--- src/rtl/pair_triple_event_counter_pkg.sv ---
// Shared constants and types for the pair/triple event counter and its pulse stretcher.
package pair_triple_pkg;

  localparam int CNT_W_DEF       = 8;
  localparam int SYNC_STAGES_DEF = 2;
  localparam int STRETCH_CYC_DEF = 4;

  typedef enum logic {
    IDLE = 1'b0,
    HOLD = 1'b1
  } stretch_state_t;

  // Width of a down-counter that must hold n-1; never narrower than one bit.
  function automatic int scnt_width(input int n);
    return (n > 2) ? $clog2(n) : 1;
  endfunction

endpackage

--- src/rtl/pair_triple_event_counter_pulse_stretcher.sv ---
// Stretches a one-cycle strobe into a registered level held for STRETCH_CYC cycles;
// a strobe arriving while already holding restarts the hold window.
module pulse_stretcher
  import pair_triple_pkg::*;
#(
  parameter int STRETCH_CYC = STRETCH_CYC_DEF
) (
  input  logic clk,
  input  logic rst_n,
  input  logic pulse_i,
  output logic stretch_o
);

  localparam int                SCNT_W = scnt_width(STRETCH_CYC);
  localparam logic [SCNT_W-1:0] RELOAD = SCNT_W'(STRETCH_CYC - 1);

  stretch_state_t    state_q;
  logic [SCNT_W-1:0] scnt_q;
  logic              stretch_q;

  always_ff @(posedge clk or negedge rst_n) begin
    if (!rst_n) begin
      state_q   <= IDLE;
      scnt_q    <= '0;
      stretch_q <= 1'b0;
    end else begin
      case (state_q)
        IDLE: begin
          if (pulse_i) begin
            state_q   <= HOLD;
            scnt_q    <= RELOAD;
            stretch_q <= 1'b1;
          end
        end
        HOLD: begin
          // Retrigger wins over expiry so back-to-back events keep the LED lit.
          if (pulse_i) begin
            scnt_q <= RELOAD;
          end else if (scnt_q == '0) begin
            state_q   <= IDLE;
            stretch_q <= 1'b0;
          end else begin
            scnt_q <= scnt_q - SCNT_W'(1);
          end
        end
        default: begin
          state_q   <= IDLE;
          stretch_q <= 1'b0;
        end
      endcase
    end
  end

  assign stretch_o = stretch_q;

endmodule

--- src/rtl/pair_triple_event_counter.sv ---
// Synchronizes the detector output, strobes on its rising edge and counts events.
// Build with PAIR_TRIPLE_CNT_SAT_EN defined to saturate the count instead of wrapping.
module pair_triple_event_counter
  import pair_triple_pkg::*;
#(
  parameter int CNT_W       = CNT_W_DEF,
  parameter int SYNC_STAGES = SYNC_STAGES_DEF,
  parameter int STRETCH_CYC = STRETCH_CYC_DEF
) (
  input  logic             clk,
  input  logic             rst_n,
  input  logic             det_in,
  input  logic             en,
  input  logic             clr,
  output logic [CNT_W-1:0] count,
  output logic             pulse,
  output logic             stretch_out,
  output logic             ovf
);

  localparam logic [CNT_W-1:0] CNT_MAX = {CNT_W{1'b1}};

  logic [SYNC_STAGES-1:0] sync_q;
  logic                   hist_q;
  logic                   sync_out;
  logic                   rise;

  logic [CNT_W-1:0] count_q, count_d;
  logic             ovf_q, ovf_d;
  logic             pulse_q;

  // Plain flop chain; det_in is asynchronous so nothing may look at it before the last stage.
  always_ff @(posedge clk or negedge rst_n) begin
    if (!rst_n) begin
      sync_q <= '0;
      hist_q <= 1'b0;
    end else begin
      sync_q <= {sync_q[SYNC_STAGES-2:0], det_in};
      hist_q <= sync_out;
    end
  end

  assign sync_out = sync_q[SYNC_STAGES-1];
  assign rise     = sync_out & ~hist_q;

  always_comb begin
    count_d = count_q;
    ovf_d   = ovf_q;
    if (clr) begin
      count_d = '0;
      ovf_d   = 1'b0;
    end else if (rise && en) begin
      if (count_q == CNT_MAX) begin
        ovf_d = 1'b1;
`ifdef PAIR_TRIPLE_CNT_SAT_EN
        count_d = CNT_MAX;
`else
        count_d = '0;
`endif
      end else begin
        count_d = count_q + CNT_W'(1);
      end
    end
  end

  always_ff @(posedge clk or negedge rst_n) begin
    if (!rst_n) begin
      count_q <= '0;
      ovf_q   <= 1'b0;
      pulse_q <= 1'b0;
    end else begin
      count_q <= count_d;
      ovf_q   <= ovf_d;
      pulse_q <= rise;
    end
  end

  pulse_stretcher #(
    .STRETCH_CYC(STRETCH_CYC)
  ) u_stretch (
    .clk      (clk),
    .rst_n    (rst_n),
    .pulse_i  (pulse_q),
    .stretch_o(stretch_out)
  );

  assign count = count_q;
  assign ovf   = ovf_q;
  assign pulse = pulse_q;

endmodule
--- config.mk ---
export PLATFORM = sky130hd
export DESIGN_NAME = pair_triple_event_counter
export DESIGN_NICKNAME = d
export VERILOG_FILES = /design/src/rtl/pair_triple_event_counter_pkg.sv /design/src/rtl/pair_triple_event_counter_pulse_stretcher.sv /design/src/rtl/pair_triple_event_counter.sv
export SDC_FILE = /design/constraint.sdc
export NUM_CORES = 1
export LEC_CHECK = 0
export BUFFER_PORTS_ARGS = -buffer_cell sky130_fd_sc_hd__buf_2
export CORE_MARGIN = 8
export CORE_UTILIZATION = 45
export DETAILED_ROUTE_END_ITERATION = 12
export GPL_TIMING_DRIVEN = 0
export PLACE_DENSITY = 0.72
export SYNTH_ARGS = -nofsm -noshare
export SYNTH_HDL_FRONTEND = slang
export SYNTH_SLANG_ARGS = --single-unit
--- constraint.sdc ---
create_clock -name clk -period 1.7 [get_ports clk]
set_clock_uncertainty 0.15 [all_clocks]
set_input_delay 0.255 -clock clk [delete_from_list [all_inputs] [get_ports clk]]
set_output_delay 0.255 -clock clk [all_outputs]
set_load 0.01 [all_outputs]
Yosys cells after proc, flatten, opt, wreduce, memory -nomap -nowiden
Cells that the tools add are included.

Output and inout bits: 11. Bits in latches: 0. ROM bits: 0. RAM bits: 0. Register bits: 17. Memories: 0.

Divide/modulo/power cells: 0. Reductions and logical operators: 7. Add/subtract/negate cells: 2. $lt $le $gt $ge: 0. Multipliers: 0. Shift operators: 0. Multiplexer cells: 18. Bitwise operators: 3. Equal/unequal tests: 5.

Operator list (number): 8-bit 2-to-1 mux (3); 1-bit 2-to-1 mux (9); 8-bit by 1-bit adder with 8-bit output, second input constant (1); 8-bit == test, second input constant (1); 2-bit 2-to-1 mux (3); 2-bit != test, second input constant (3); 1-bit case mux with 2 select lines (2); 2-bit case mux with 2 select lines (1); 2-bit AND reduction (2); 2-bit nonzero test (2); 3-bit != test, second input constant (1); 3-bit AND reduction (1); 2-bit zero test (1); 1-bit NOT (2); 2-bit by 1-bit subtractor with 2-bit output, second input constant (1); 1-bit bitwise AND (1); 1-bit logical AND (1).

Logic depth before layout (Yosys ltp)
Depth in word-level cells: 5. Depth in mapped cells: 6.

By module
From an unflattened synthesis, not the netlist that was laid out.

Cell total of the unflattened synthesis: 77. Area, all modules: 828.3 um^2.

By module, submodules not included: pair_triple_event_counter (area an instance 628.1 um^2, cells an instance 59, times used 1); pulse_stretcher (area an instance 200.2 um^2, cells an instance 18, times used 1).

Worst setup path after synthesis
Ideal clock, no wire load.

Path type: reg-to-reg. Start point: register count_q[2], in the netlist count[2]. End point: register count_q[7], in the netlist count[7]. Buffers on the path: 0. Path slack: 0.244 ns. Data arrival time: 1.224 ns. Clock period less this slack: 1.456 ns. Library setup time: 0.082 ns. Data required time: 1.468 ns. Stages on the path, launching flop included: 5. Path through: dfrtp_1 > and3_1 > nand3_2 > or3_1 > a31oi_1.

Cells in the longest elaborated chain, start to end: 4. Elaborated cells between the ends (all ways): 5. Those cells by class: 1 x add/sub; 1 x eq/ne; 3 x mux.

RTL lines: start, declared (RTL line pair_triple_event_counter.sv:28) `logic [CNT_W-1:0] count_q, count_d;`; start signal, assigned (RTL line pair_triple_event_counter.sv:72) `count_q <= count_d;`; 8-bit by 1-bit adder with 8-bit output / 8-bit == test (equally long branches) (RTL line pair_triple_event_counter.sv:61, pair_triple_event_counter.sv:53); 8-bit 2-to-1 mux * (RTL line pair_triple_event_counter.sv:53) `if (count_q == CNT_MAX) begin`; 8-bit 2-to-1 mux * (RTL line pair_triple_event_counter.sv:52) `end else if (rise && en) begin`; 8-bit 2-to-1 mux * (RTL line pair_triple_event_counter.sv:49) `if (clr) begin`.

Mark *: on every way between the ends. The rest lies on a longest branch, timed or not. The select of a mux whose other input is x is not followed. A chain may end at the register's enable or synchronous reset.

Worst setup path after layout
Start point: register hist_q. End point: register count_q[7], in the netlist count[7].

Cells in the longest elaborated chain, start to end: 4.

RTL lines: start, declared (RTL line pair_triple_event_counter.sv:24) `logic hist_q;`; start signal, assigned (RTL line pair_triple_event_counter.sv:39) `hist_q <= sync_out;`; 1-bit NOT (RTL line pair_triple_event_counter.sv:44) `assign rise = sync_out & ~hist_q;`; 1-bit bitwise AND (RTL line pair_triple_event_counter.sv:44); 1-bit logical AND (RTL line pair_triple_event_counter.sv:52); 2-bit nonzero test (no source line).

No other way between the ends.

==> reports/qor.csv <==
metric;value;unit
status;complete, no violations;
tritoncts;built;
grt_usage;8.901;%
insertion_delay;0.28;ns
synthToLayoutAreaGrowth;18.81;%
drtIter0Drc;8;
routed_wl;1356;µm
clk_pin_slew;0.09;ns
cts_num_sinks;17;
synth_cell_type_count;26;
wl_met3;102;µm
wl_met1;641;µm
place_hpwl;989.3;µm
io_pins;16;
synth_top_area_share;56.11;%
avgRoutedWirePerCell;12.91;µm
std_cell_rows;15;
power_frac_seq;54.7;%
ys_seq_area_share;56.11;%
critPathCaptureType;flop;
diodes;0;
core_area;1652;µm²
path_delay_family;simple AND/OR/NAND/NOR gates;
critPathKind;reg -> reg;
met2_length;603;µm
ant_nets;0;
critPathBufInv;1;
layout-drive-gt1-share;26.14;%
cts_max_level;1;
io_buffers;15;
grt_first_pass_wirelength;2311;µm
worstSetupStartpointType;flop;
setup_viol;0;
mostFrequentLayoutCells;dfrtp_1, buf_2, nor2_1;
viasPerCell;5.352;
synth_area_leader_cell;dfrtp_1;
clock_path_buffers;2;
final_common_cell;dfrtp_1;
crit_fanout;9;
grt_pass1_vias;547;
intPower;640.0;µW
num-nets-final;96;
rsz0062_at_grt;no;
combPwrFrac;21.6;%
vias;562;
r2r_start;hist_q$_DFF_PN0_;
min-delay-path-class;reg -> reg;
power_density;996.0;nW/µm²
crit_start;hist_q$_DFF_PN0_;
power_frac_clock;23.6;%
fin_area;900.9;µm²
fin_total_pwr;897.3;µW
crit_required;1.76;ns
cts_resized;0;
root_buffer;clkbuf_4;
hp-start;sync_q[0]$_DFF_PN0_;
critPathArrivalTime;1.62;ns
syn_area_per_cell;11.32;µm²
grt_max_degree;18;
cap_viol_max_count;0;
path_cells;and3b_1, buf_6, o211ai_4, or3_1, a31oi_1;
max_slew_margin;75.49;%
antenna_found_initial;0;
max_stage_delay;0.39;ns
timing.fmax;642.2;MHz
route.detailed.drc;0;
fin_crit_sh;91.60;%
placed_area;854.6;µm²
tightest_slew;0.3677;ns
timing.final.crit_period;1.557;ns
crit_path_top_delay_cell;dfrtp_1;
synth-seq-cells;17;
synth_nets;74;
hold_viol_final;0;
start_util;45.91;%
gr-total-overflow;0;
switching_power;257.3;µW
syn_inst;67;
synth_area_leaders;dfrtp_1, xor2_1, nor2_1;
die_area;3255;µm²
fill_cells;146;
dr.pass1.iters;4;
leakage;0.0004387;µW
gp_congestion;0.7782;
die_y;57.05;µm
finalSetupTns;0;ns
die_x;57.05;µm
highest_layer;met4;
drv_slew;0;
p_sw_share;28.67;%
numCtsBuffers;3;
peakVddDrop;585.1;µV
ys_warn_count;0;
synth_area;758.2;µm²
logic make-up (layout without fill, tap and decap cells):
logic type | Yosys count | in the layout | share of synthesized area (%)
buffers and inverters | 5 | 26 | 3.630
muxes | 1 | 1 | 1.320
adders and majority gates | 2 | 2 | 3.300
DFF | 17 | 17 | 56.11
AOI/OAI and AO/OA | 8 | 8 | 9.405
and+or+nand+nor | 28 | 28 | 19.31
xor gates and xnor gates | 6 | 6 | 6.931
synth_stat cells:
| cell | instances |
|---|---|
| xnor2_1 | 2 |
| a211o_1 | 1 |
| nand4_1 | 3 |
| o21ai_0 | 1 |
| ha_1 | 2 |
| nand2b_1 | 2 |
| o211ai_4 | 1 |
| xor2_1 | 4 |
| buf_2 | 1 |
| mux2i_1 | 1 |
| nor3_1 | 2 |
| inv_1 | 3 |
| or3_1 | 2 |
| nor2b_1 | 1 |
| a21oi_1 | 1 |
| a31oi_1 | 2 |
| nand3_1 | 4 |
| nor2_1 | 7 |
| dfrtp_1 | 17 |
| and3b_1 | 1 |
| o2111ai_1 | 1 |
| o21ba_2 | 1 |
| nand2_1 | 4 |
| nand3_2 | 1 |
| buf_6 | 1 |
| and3_1 | 1 |
final cells by class:
cell class	instances	area, µm²	share of cell area [%]
Timing Repair Buffer	17	95.09	10.56
Multi-Input combinational cell	45	305.3	33.89
Buffer	2	16.27	1.806
Clock buffer	4	26.28	2.917
Inverter	3	11.26	1.250
Sequential cell	17	425.4	47.22
Tap cell	17	21.27	2.361
sequential cells by signal, indices dropped and copies added (netlist names):
signal / cells
u_stretch.state_q: 1
u_stretch.stretch_o: 1
hist_q: 1
count: 8
ovf: 1
sync_q: 2
pulse: 1
u_stretch.scnt_q: 2
power by group through the flow:
stage / logic (µW) / registers [µW] / clock network [µW]
floorplan: 137 / 501 / 0
global placement: 188 / 496 / 0
detailed placement: 196 / 499 / 0
CTS: 200 / 491 / 218
global route: 240 / 498 / 240
finish: 194 / 491 / 212
worst paths after layout:
path / to / cells after the start / slack [ns]
setup / recovery: count[7]$_DFFE_PN0P_ / 5 / 0.14
hold / removal: sync_q[1]$_DFF_PN0_ / 0 / 0.21
setup reg to reg: count[7]$_DFFE_PN0P_ / 5 / 0.14
hold reg to reg: sync_q[1]$_DFF_PN0_ / 0 / 0.21
max in group asynchronous: hist_q$_DFF_PN0_ / 2 / 0.88
min in group asynchronous: u_stretch.scnt_q[0]$_DFFE_PN0P_ / 2 / 0.25
layer usage:
layer	track usage [%]	up-vias
met5	0	-
met4	4.027	0
met3	4.878	2
met2	12.87	20
met1	10.52	267
li1	-	273
through the flow:
step	hold WS [ns]	setup slack, ns	utilization [%]	cells
floorplan	-0.1906	0.2439	-	67
global placement	0.03944	0.1904	51.74	99
detailed placement	0.04338	0.1529	51.74	99
CTS	0.2083	0.1358	54.55	105
global route	0.2158	0.06905	54.55	105
finish	0.2097	0.1428	54.55	105
repair_timing:
item	in CTS	in global routing
hold endpoints to repair	18	0
hold buffers	2	0
setup endpoints to repair	0	0
setup buffers	0	0
Note: power is estimated with default switching activity, not from simulation.
